==> config.mk <==
export PLATFORM = sky130hd
export DESIGN_NAME = ifetch_unit
export DESIGN_NICKNAME = d
export VERILOG_FILES = /design/src/rtl/ifetch_unit_pkg.sv /design/src/rtl/ifetch_queue.sv /design/src/rtl/ifetch_unit.sv
export SDC_FILE = /design/constraint.sdc
export NUM_CORES = 1
export LEC_CHECK = 0
export ABC_CLOCK_PERIOD_IN_PS = 6300
export CAP_MARGIN = 10
export CORE_ASPECT_RATIO = 1.75
export CORE_MARGIN = 3
export CORE_UTILIZATION = 41
export DETAILED_ROUTE_END_ITERATION = 8
export HOLD_SLACK_MARGIN = 0.15
export PLACE_DENSITY_LB_ADDON = 0.2
export SLEW_MARGIN = 40
export SYNTH_ARGS = -nofsm -noshare
export SYNTH_HDL_FRONTEND = slang
export SYNTH_SLANG_ARGS = --single-unit
==> constraint.sdc <==
create_clock -name clk -period 6.3 [get_ports clk]
set_clock_uncertainty 0.05 [all_clocks]
set_input_delay 1.26 -clock clk [delete_from_list [all_inputs] [get_ports clk]]
set_output_delay 1.26 -clock clk [all_outputs]
set_load 0.1 [all_outputs]
==> src/rtl/ifetch_unit_pkg.sv <==
// Shared definitions for the instruction-fetch stage.
//   - RISC-V opcode constants recognised by the predecoder
//   - fetch FSM state encoding
//   - instruction-queue entry layout
//   - predecode helper: prediction and next PC for one fetched word
package ifetch_unit_pkg;

  localparam logic [6:0] OPC_BRANCH = 7'b1100011;
  localparam logic [6:0] OPC_JAL    = 7'b1101111;

  typedef enum logic [1:0] {
    FS_IDLE = 2'd0,
    FS_WAIT = 2'd1,
    FS_DROP = 2'd2
  } fetch_state_e;

  typedef struct packed {
    logic [31:0] inst;
    logic [31:0] pc;
    logic        pred;
  } iq_entry_t;

  typedef struct packed {
    logic        pred;
    logic [31:0] next_pc;
  } predecode_t;

  // Conditional branches follow the BHT, JAL is always taken, everything
  // else falls through. Adds wrap modulo 2^32.
  function automatic predecode_t predecode(input logic [31:0] inst,
                                           input logic [31:0] pc,
                                           input logic        bht_taken);
    predecode_t  r;
    logic [31:0] imm_b;
    logic [31:0] imm_j;
    imm_b = {{19{inst[31]}}, inst[31], inst[7], inst[30:25], inst[11:8], 1'b0};
    imm_j = {{11{inst[31]}}, inst[31], inst[19:12], inst[20], inst[30:21], 1'b0};
    r.pred    = 1'b0;
    r.next_pc = pc + 32'd4;
    if (inst[6:0] == OPC_BRANCH) begin
      r.pred = bht_taken;
      if (bht_taken) r.next_pc = pc + imm_b;
    end else if (inst[6:0] == OPC_JAL) begin
      r.pred    = 1'b1;
      r.next_pc = pc + imm_j;
    end
    return r;
  endfunction

endpackage

==> src/rtl/ifetch_queue.sv <==
// Circular instruction queue between fetch and decode.
// Ports:
//   clk, rst       clock, asynchronous active-high reset
//   rdy            global enable; 0 freezes pointers, count and storage
//   push/push_data enqueue one entry (ignored when full)
//   pop            dequeue the head entry (ignored when empty)
//   flush          discard all entries; wins over push and pop
//   head           current head entry (valid when !empty)
//   full, empty    occupancy flags
module ifetch_queue
  import ifetch_unit_pkg::*;
#(
  parameter int unsigned IQ_DEPTH_LOG = 3
) (
  input  logic      clk,
  input  logic      rst,
  input  logic      rdy,
  input  logic      push,
  input  iq_entry_t push_data,
  input  logic      pop,
  input  logic      flush,
  output iq_entry_t head,
  output logic      full,
  output logic      empty
);

  localparam int unsigned DEPTH = 1 << IQ_DEPTH_LOG;
  localparam logic [IQ_DEPTH_LOG-1:0] PTR_ONE = 1;
  localparam logic [IQ_DEPTH_LOG:0]   CNT_ONE = 1;

  iq_entry_t               mem [DEPTH];
  logic [IQ_DEPTH_LOG-1:0] head_q;
  logic [IQ_DEPTH_LOG-1:0] tail_q;
  logic [IQ_DEPTH_LOG:0]   count_q;
  logic                    do_push;
  logic                    do_pop;

  // count never exceeds DEPTH, so its MSB alone marks the full condition
  assign full    = count_q[IQ_DEPTH_LOG];
  assign empty   = (count_q == '0);
  assign do_push = push & ~full & ~flush;
  assign do_pop  = pop & ~empty & ~flush;
  assign head    = mem[head_q];

  always_ff @(posedge clk or posedge rst) begin
    if (rst) begin
      head_q  <= '0;
      tail_q  <= '0;
      count_q <= '0;
    end else if (rdy) begin
      if (flush) begin
        head_q  <= '0;
        tail_q  <= '0;
        count_q <= '0;
      end else begin
        if (do_push) tail_q <= tail_q + PTR_ONE;
        if (do_pop)  head_q <= head_q + PTR_ONE;
        if (do_push && !do_pop)      count_q <= count_q + CNT_ONE;
        else if (do_pop && !do_push) count_q <= count_q - CNT_ONE;
      end
    end
  end

  always_ff @(posedge clk) begin
    if (rdy && do_push) mem[tail_q] <= push_data;
  end

endmodule

==> src/rtl/ifetch_unit.sv <==
// Instruction-fetch stage: keeps the PC, runs one outstanding icache request
// at a time, predecodes returned words (BHT lookup for branches, JAL target
// computation) and queues {inst, pc, pred} for the decoder. ROB redirects
// flush the queue and restart fetch at the new PC.
// Ports:
//   clk, rst                      clock, asynchronous active-high reset
//   rdy                           global enable; 0 freezes all state
//   icache_req/icache_addr        fetch request, held until icache_valid
//   icache_valid/icache_inst      one-cycle response strobe and data
//   bht_id/bht_taken              BHT index of the in-flight fetch, prediction
//   dec_valid/dec_ready           queue head handshake with the decoder
//   dec_inst/dec_pc/dec_pred_taken  queue head contents
//   rob_redirect/rob_redirect_pc  flush pulse and restart PC
module ifetch_unit
  import ifetch_unit_pkg::*;
#(
  parameter int unsigned IQ_DEPTH_LOG = 3,
  parameter int unsigned BHT_IDX_W    = 12,
  parameter logic [31:0] RESET_PC     = 32'h0
) (
  input  logic        clk,
  input  logic        rst,
  input  logic        rdy,
  output logic        icache_req,
  output logic [31:0] icache_addr,
  input  logic        icache_valid,
  input  logic [31:0] icache_inst,
  output logic [31:0] bht_id,
  input  logic        bht_taken,
  output logic        dec_valid,
  input  logic        dec_ready,
  output logic [31:0] dec_inst,
  output logic [31:0] dec_pc,
  output logic        dec_pred_taken,
  input  logic        rob_redirect,
  input  logic [31:0] rob_redirect_pc
);

  fetch_state_e state_q, state_d;
  logic [31:0]  pc_q, pc_d;
  // Address of the request on the bus; kept separately from pc so a redirect
  // during DROP can move pc while the abandoned request stays stable.
  logic [31:0]  fetch_addr_q, fetch_addr_d;

  predecode_t   pd;
  iq_entry_t    push_entry;
  iq_entry_t    head_entry;
  logic         q_push;
  logic         q_pop;
  logic         q_flush;
  logic         q_full;
  logic         q_empty;

  assign pd         = predecode(icache_inst, pc_q, bht_taken);
  assign push_entry = '{inst: icache_inst, pc: pc_q, pred: pd.pred};

  assign icache_req  = (state_q == FS_WAIT) || (state_q == FS_DROP);
  assign icache_addr = fetch_addr_q;
  assign bht_id      = 32'(fetch_addr_q[BHT_IDX_W+1:2]);

  assign dec_valid      = ~q_empty & ~rob_redirect;
  assign dec_inst       = head_entry.inst;
  assign dec_pc         = head_entry.pc;
  assign dec_pred_taken = head_entry.pred;
  assign q_pop          = dec_valid & dec_ready;

  always_comb begin
    state_d      = state_q;
    pc_d         = pc_q;
    fetch_addr_d = fetch_addr_q;
    q_push       = 1'b0;
    q_flush      = 1'b0;
    if (rob_redirect) begin
      // Redirect outranks everything; an in-flight request must still be
      // drained, so WAIT without a response turns into DROP.
      q_flush = 1'b1;
      pc_d    = rob_redirect_pc;
      case (state_q)
        FS_WAIT: state_d = icache_valid ? FS_IDLE : FS_DROP;
        FS_DROP: if (icache_valid) state_d = FS_IDLE;
        default: state_d = FS_IDLE;
      endcase
    end else begin
      case (state_q)
        FS_IDLE: begin
          // Enter WAIT only with a free slot, which the response will use.
          if (!q_full) begin
            state_d      = FS_WAIT;
            fetch_addr_d = pc_q;
          end
        end
        FS_WAIT: begin
          if (icache_valid) begin
            q_push  = 1'b1;
            pc_d    = pd.next_pc;
            state_d = FS_IDLE;
          end
        end
        FS_DROP: begin
          if (icache_valid) state_d = FS_IDLE;
        end
        default: state_d = FS_IDLE;
      endcase
    end
  end

  always_ff @(posedge clk or posedge rst) begin
    if (rst) begin
      state_q      <= FS_IDLE;
      pc_q         <= RESET_PC;
      fetch_addr_q <= '0;
    end else if (rdy) begin
      state_q      <= state_d;
      pc_q         <= pc_d;
      fetch_addr_q <= fetch_addr_d;
    end
  end

  ifetch_queue #(
    .IQ_DEPTH_LOG(IQ_DEPTH_LOG)
  ) u_queue (
    .clk       (clk),
    .rst       (rst),
    .rdy       (rdy),
    .push      (q_push),
    .push_data (push_entry),
    .pop       (q_pop),
    .flush     (q_flush),
    .head      (head_entry),
    .full      (q_full),
    .empty     (q_empty)
  );

endmodule

-- Word-level counts from Yosys, hierarchy flattened
Memories as Yosys holds them, arrays and structs flattened.
Cells that the tools add are included.
- add/subtract/negate cells: 7
- reductions and logical operators: 20
- mux-type cells: 25
- bitwise operators: 10
- equal/unequal tests: 5
- operators by type and width (kind ; number):
    $mux W32 ; 4
    $mux W33 ; 2
    $add A32 B32 Y32 ; 2
    $add A32 B3 Y32 const B ; 1
    $eq A7 B7 Y1 const B ; 2
    $mux W3 ; 4
    $mux W4 ; 3
    $mux W2 ; 4
    $pmux W2 S2 ; 2
    $reduce_and A2 Y1 ; 4
    $reduce_bool A2 Y1 ; 4
    $add A3 B1 Y3 const B ; 2
    $and A1 B1 Y1 ; 6
    $mux W1 ; 6
    $add A4 B1 Y4 const B ; 1
    $logic_not A4 Y1 ; 1
    $not A1 Y1 ; 4
    $reduce_and A4 Y1 ; 1
    $sub A4 B1 Y4 const B ; 1
    $logic_and A1 B1 Y1 ; 3
    $ne A3 B3 Y1 const B ; 1
    $reduce_and A3 Y1 ; 1
    $reduce_bool A3 Y1 ; 1
    $eq A2 B1 Y1 const B ; 1
    other kinds (5) ; 6
- output and inout bits: 131
- input port bits: 71
- register bits after elaboration: 76
- bits in writable memories: 520
- memories: 1
- logic and storage cells: 74
- memories (memory ; depth ; width ; rd ports ; clocked after Yosys merged registers in ; write ports ; line ; source):
    u_queue.mem ; 8 ; 65 ; 1 ; 0 ; 1 ; ifetch_queue.sv:31 ; iq_entry_t mem [DEPTH];

-- Longest topological paths before layout
- depth in word-level cells: 10
- mapped depth: 12

-- Cells and area by module
From an unflattened synthesis, not the netlist that was laid out.
- cell total of the unflattened synthesis: 1700
- area, all modules: 27178.6 sq um
- by module, submodules not included (module ; cells an instance ; area each (sq um) ; sequential area each (sq um) ; times used):
    ifetch_queue ; 836 ; 20206.9 ; 15865.2 ; 1
    ifetch_unit ; 864 ; 6971.7 ; 1651.6 ; 1

-- Worst setup path after synthesis
No wires, ideal clock.
- path kind: in2reg
- start: input port icache_valid
- end: memory u_queue.mem[0][0] in the netlist's numbering, enable pin
- setup slack: -0.696 ns
- buffers on the path: 0
- cell stages on the path: 4
- required time: 5.682 ns
- data arrival time: 6.379 ns
- path through: nand2_1 > nor3_1 > nand3b_1 > nor3_1
- word-level cells in the longest chain between the ends: 8
- RTL lines (item ; line ; source):
    start, declared ; ifetch_unit.sv:26 ; input logic icache_valid,
    $mux W1 ; ifetch_unit.sv:93 ; if (icache_valid) begin
    $mux W1 ; ifetch_unit.sv:84 ; case (state_q)
    $mux W1 ; ifetch_unit.sv:73 ; if (rob_redirect) begin
    $and A1 B1 Y1 (2 in series) ; ifetch_queue.sv:41 ; assign do_push = push & ~full & ~flush;
    $logic_and A1 B1 Y1 ; ifetch_queue.sv:65 ; if (rdy && do_push) mem[tail_q] <= push_data;
    $mux W1 ; ifetch_queue.sv:65 ;
    $mux W1 (implied by the code) ; ifetch_queue.sv:65 ;
    end, declared ; ifetch_queue.sv:31 ;
No other way between the ends.

-- Worst setup path after layout
- start: register u_queue.head_q[0]
- end: output port dec_pred_taken
- word-level cells in the longest chain between the ends: 1
- RTL lines (item ; line ; source):
    start, declared ; ifetch_queue.sv:32 ; logic [IQ_DEPTH_LOG-1:0] head_q;
    start signal, assigned ; ifetch_queue.sv:57 ; if (do_pop) head_q <= head_q + PTR_ONE;
    $mem_v2 Z8 W65 ; -- ;
    end, declared ; ifetch_unit.sv:34 ; output logic dec_pred_taken,
No other way between the ends.

==> results.py <==
metrics = {
    "worst_setup_path": {
        "cp_num_buf_inv": 2,
        "crit_path_cell_trace": "buf_12, mux4_2, mux2_2, buf_2",
        "critPathCaptureType": "output pin",
        "critPathLaunchType": "register",
        "slowest_delay_ps": 850,
        "crit_required_ps": 4990,
        "slowest_stage": "dfrtp_4",
        "crit_arrival_ps": 3100,
        "crit_family": "multiplexers",
        "critical_path_class": "reg -> out",
        "cp_max_fo": 38,
    },
    "clocking": {
        "root_buffer": "clkbuf_16",
        "cts_max_path_buffers": 3,
        "cts.sinks": 596,
        "post_cts_resized": 0,
        "hold_buffers": 0,
        "clk_pin_slew_ps": 70,
        "cts_tree": "yes",
        "post_cts_buffers": 0,
        "numCtsBuffers": 53,
        "cts_max_level": 2,
        "insertion_delay_ps": 610,
    },
    "sta": {
        "fin_setup_tns_ps": 0,
        "hold_viol": 0,
        "worstMarginPinSlew_ps": 809.5,
        "maxSlewViolCount": 0,
        "slew_headroom": 0.4586,
        "fmax_mhz": 226.7,
        "finalSetupViolCount": 0,
        "period_minus_slack_ps": 4411,
        "fin_crit_sh": 0.7001,
        "rsz0062_at_grt": "false",
    },
    "logic_synthesis": {
        "ys_types": 82,
        "synthFlopType": "edfxtp_1",
        "synth_top_cell_by_area": "edfxtp_1",
        "synth_seq_cells": 596,
        "yosysWarnings": 0,
        "ys_async_sr_fraction": 0.1275,
        "synthTopCellsByArea": "edfxtp_1, mux4_2, dfrtp_1",
        "syn_avg_cell_area_um2": 15.96,
        "ys_seq_area_frac": 0.6469,
        "synth.top_cell.area_share": 0.5767,
        "syn_inst": 1697,
        "synth-edff-count": 520,
        "netlist_area_um2": 27080,
    },
    "floorplanning": {
        "ios": 202,
        "die_h_um": 346.0,
        "rows": 124,
        "die_area_um2": 69280,
        "core_area_um2": 65320,
        "start_util": 0.4146,
        "die_x_um": 200.3,
    },
    "finish": {
        "fin_area_um2": 31200,
        "drive_above_1_share": 0.2599,
        "layout.cells.non_filler": 2800,
        "areaGrowthSynthToFinish_pct": 15.22,
        "fin_nets": 1998,
        "fillCellCount": 5634,
        "layout.cells.most_common": "edfxtp_1",
        "final_cell_mix": "edfxtp_1, mux4_2, buf_2, mux2_2, nand2_1",
    },
    "routing": {
        "drc": 0,
        "ant_nets": 0,
        "vias": 16120,
        "dr.pass1.iters": 7,
        "drt_iter0_markers": 1179,
        "routedWlPerCell_um": 27.04,
        "viasPerCell": 5.759,
        "drt-total-wl_um": 75700,
    },
    "placement": {
        "dp.cells": 2698,
        "placed_area_um2": 29430,
        "portBuffers": 181,
        "dp_hpwl_um": 49210,
        "place.gp.congestion": 0.9426,
    },
    "global_routing": {
        "grt_max_degree": 133,
        "grt_antenna_before_repair": 3,
        "track_usage": 0.2160,
        "grt_pass1_vias": 16880,
        "gr-total-overflow": 0,
        "grt_pass1_wl_um": 112400,
    },
    "power": {
        "ir_drop_mv": 0.4773,
        "powerDensity_nw_per_um2": 419.0,
        "p_leak_nw": 10.48,
    },
    "run_status": {
        "status": "completed",
    },
    "hold_path": {
        "min_path_type": "reg -> reg",
    },
    "flow_run": {
        "cap_violations": 0,
    },
}
==> report_power, final <==
group | internal (W) | switching [W] | leakage [nW]
clock network | 0.00180 | 0.00144 | 0.843
registers | 0.00460 | 0.000412 | 5.60
logic | 0.00132 | 0.00350 | 4.03
==> logic make-up (layout without fill, tap and decap cells) <==
logic type / after synthesis / after routing / share of synthesized area
other: 1 / 22 / 0.0001385
flip-flops: 596 / 596 / 0.6469
adder cells (fa/ha/maj): 55 / 55 / 0.02625
buffers and inverters: 150 / 350 / 0.02629
XOR/XNOR: 49 / 49 / 0.01585
AND/OR/NAND/NOR: 296 / 296 / 0.05475
multiplexers: 236 / 236 / 0.1519
AO/OA/AOI/OAI: 314 / 314 / 0.07795
==> layout make-up <==
cell class              instances  area [um2]  share of cell area
diodes                          2       5.005           0.0001604
clock buffers                  77        1508             0.04832
clock inverters                22       224.0            0.007178
inverters                      30       115.1            0.003689
multi-input cells             970        9025              0.2893
flip-flops and latches        596       17530              0.5618
well taps                     882        1104             0.03537
repair buffers                221        1692             0.05422
==> metal layers <==
metal  vias to the layer above  share of wire  track usage
met5                         -              0            0
met2                       515           0.54       0.4029
met1                      8366           0.38       0.2554
li1                       7099              -            -
met4                         0          0.037      0.07909
met3                       144          0.046      0.02671
==> synth_stat cells (15+ instances only) <==
cell	count
clkbuf_1	56
xor2_1	24
edfxtp_1	520
mux4_2	130
inv_1	30
a21oi_1	68
nor2_1	53
buf_2	22
buf_4	32
o21ai_0	75
mux2_2	99
nand2_1	91
a211oi_1	17
xnor2_1	25
ha_1	52
nor3_1	16
or3_1	15
a21o_1	25
nand3_1	39
dfrtp_1	76
==> sequential cells by signal, summed over array words and instances (netlist names) <==
signal and count:
state_q 2, u_queue.count_q 4, pc_q 32, u_queue.mem 520, u_queue.head_q 3, u_queue.tail_q 3
icache_addr 32
==> per-stage QoR <==
step / util / total power (W) / hold WS [ps] / setup WS [ps]
floorplan: - / 0.008850 / 429.0 / 1045
global placement: 0.4584 / 0.01017 / 444.7 / 1466
detailed placement: 0.4506 / 0.009936 / 443.3 / 1447
CTS: 0.4771 / 0.01322 / 459.2 / 1780
global route: 0.4776 / 0.01360 / 477.5 / 1727
finish: 0.4777 / 0.01307 / 452.5 / 1889
==> path summary, 6_finish.rpt <==
path,to,start,cells past startpoint,slack [ps]
min in group asynchronous,icache_addr[11],rst,2,1010
worst min register to register,icache_addr[18],icache_addr[18],1,450
max in group asynchronous,icache_addr[18],rst,3,4190
worst min-delay path,icache_addr[18],icache_addr[18],1,450
worst max-delay path,dec_pred_taken,u_queue.head_q[0],4,1890
worst max register to register,pc_q[27],pc_q[2],10,2670
==> worst reg2reg max path, cell delays in order, from the launching register on <==
cell	delay, ps
dfrtp_1	760
inv_1	270
fa_1	460
nand2b_1	200
a21oi_2	280
o2111ai_1	220
a31oi_1	470
o21ai_0	300
nor2_1	180
o21ai_0	100
a211oi_1	260
(Power assumes the default switching activity.)
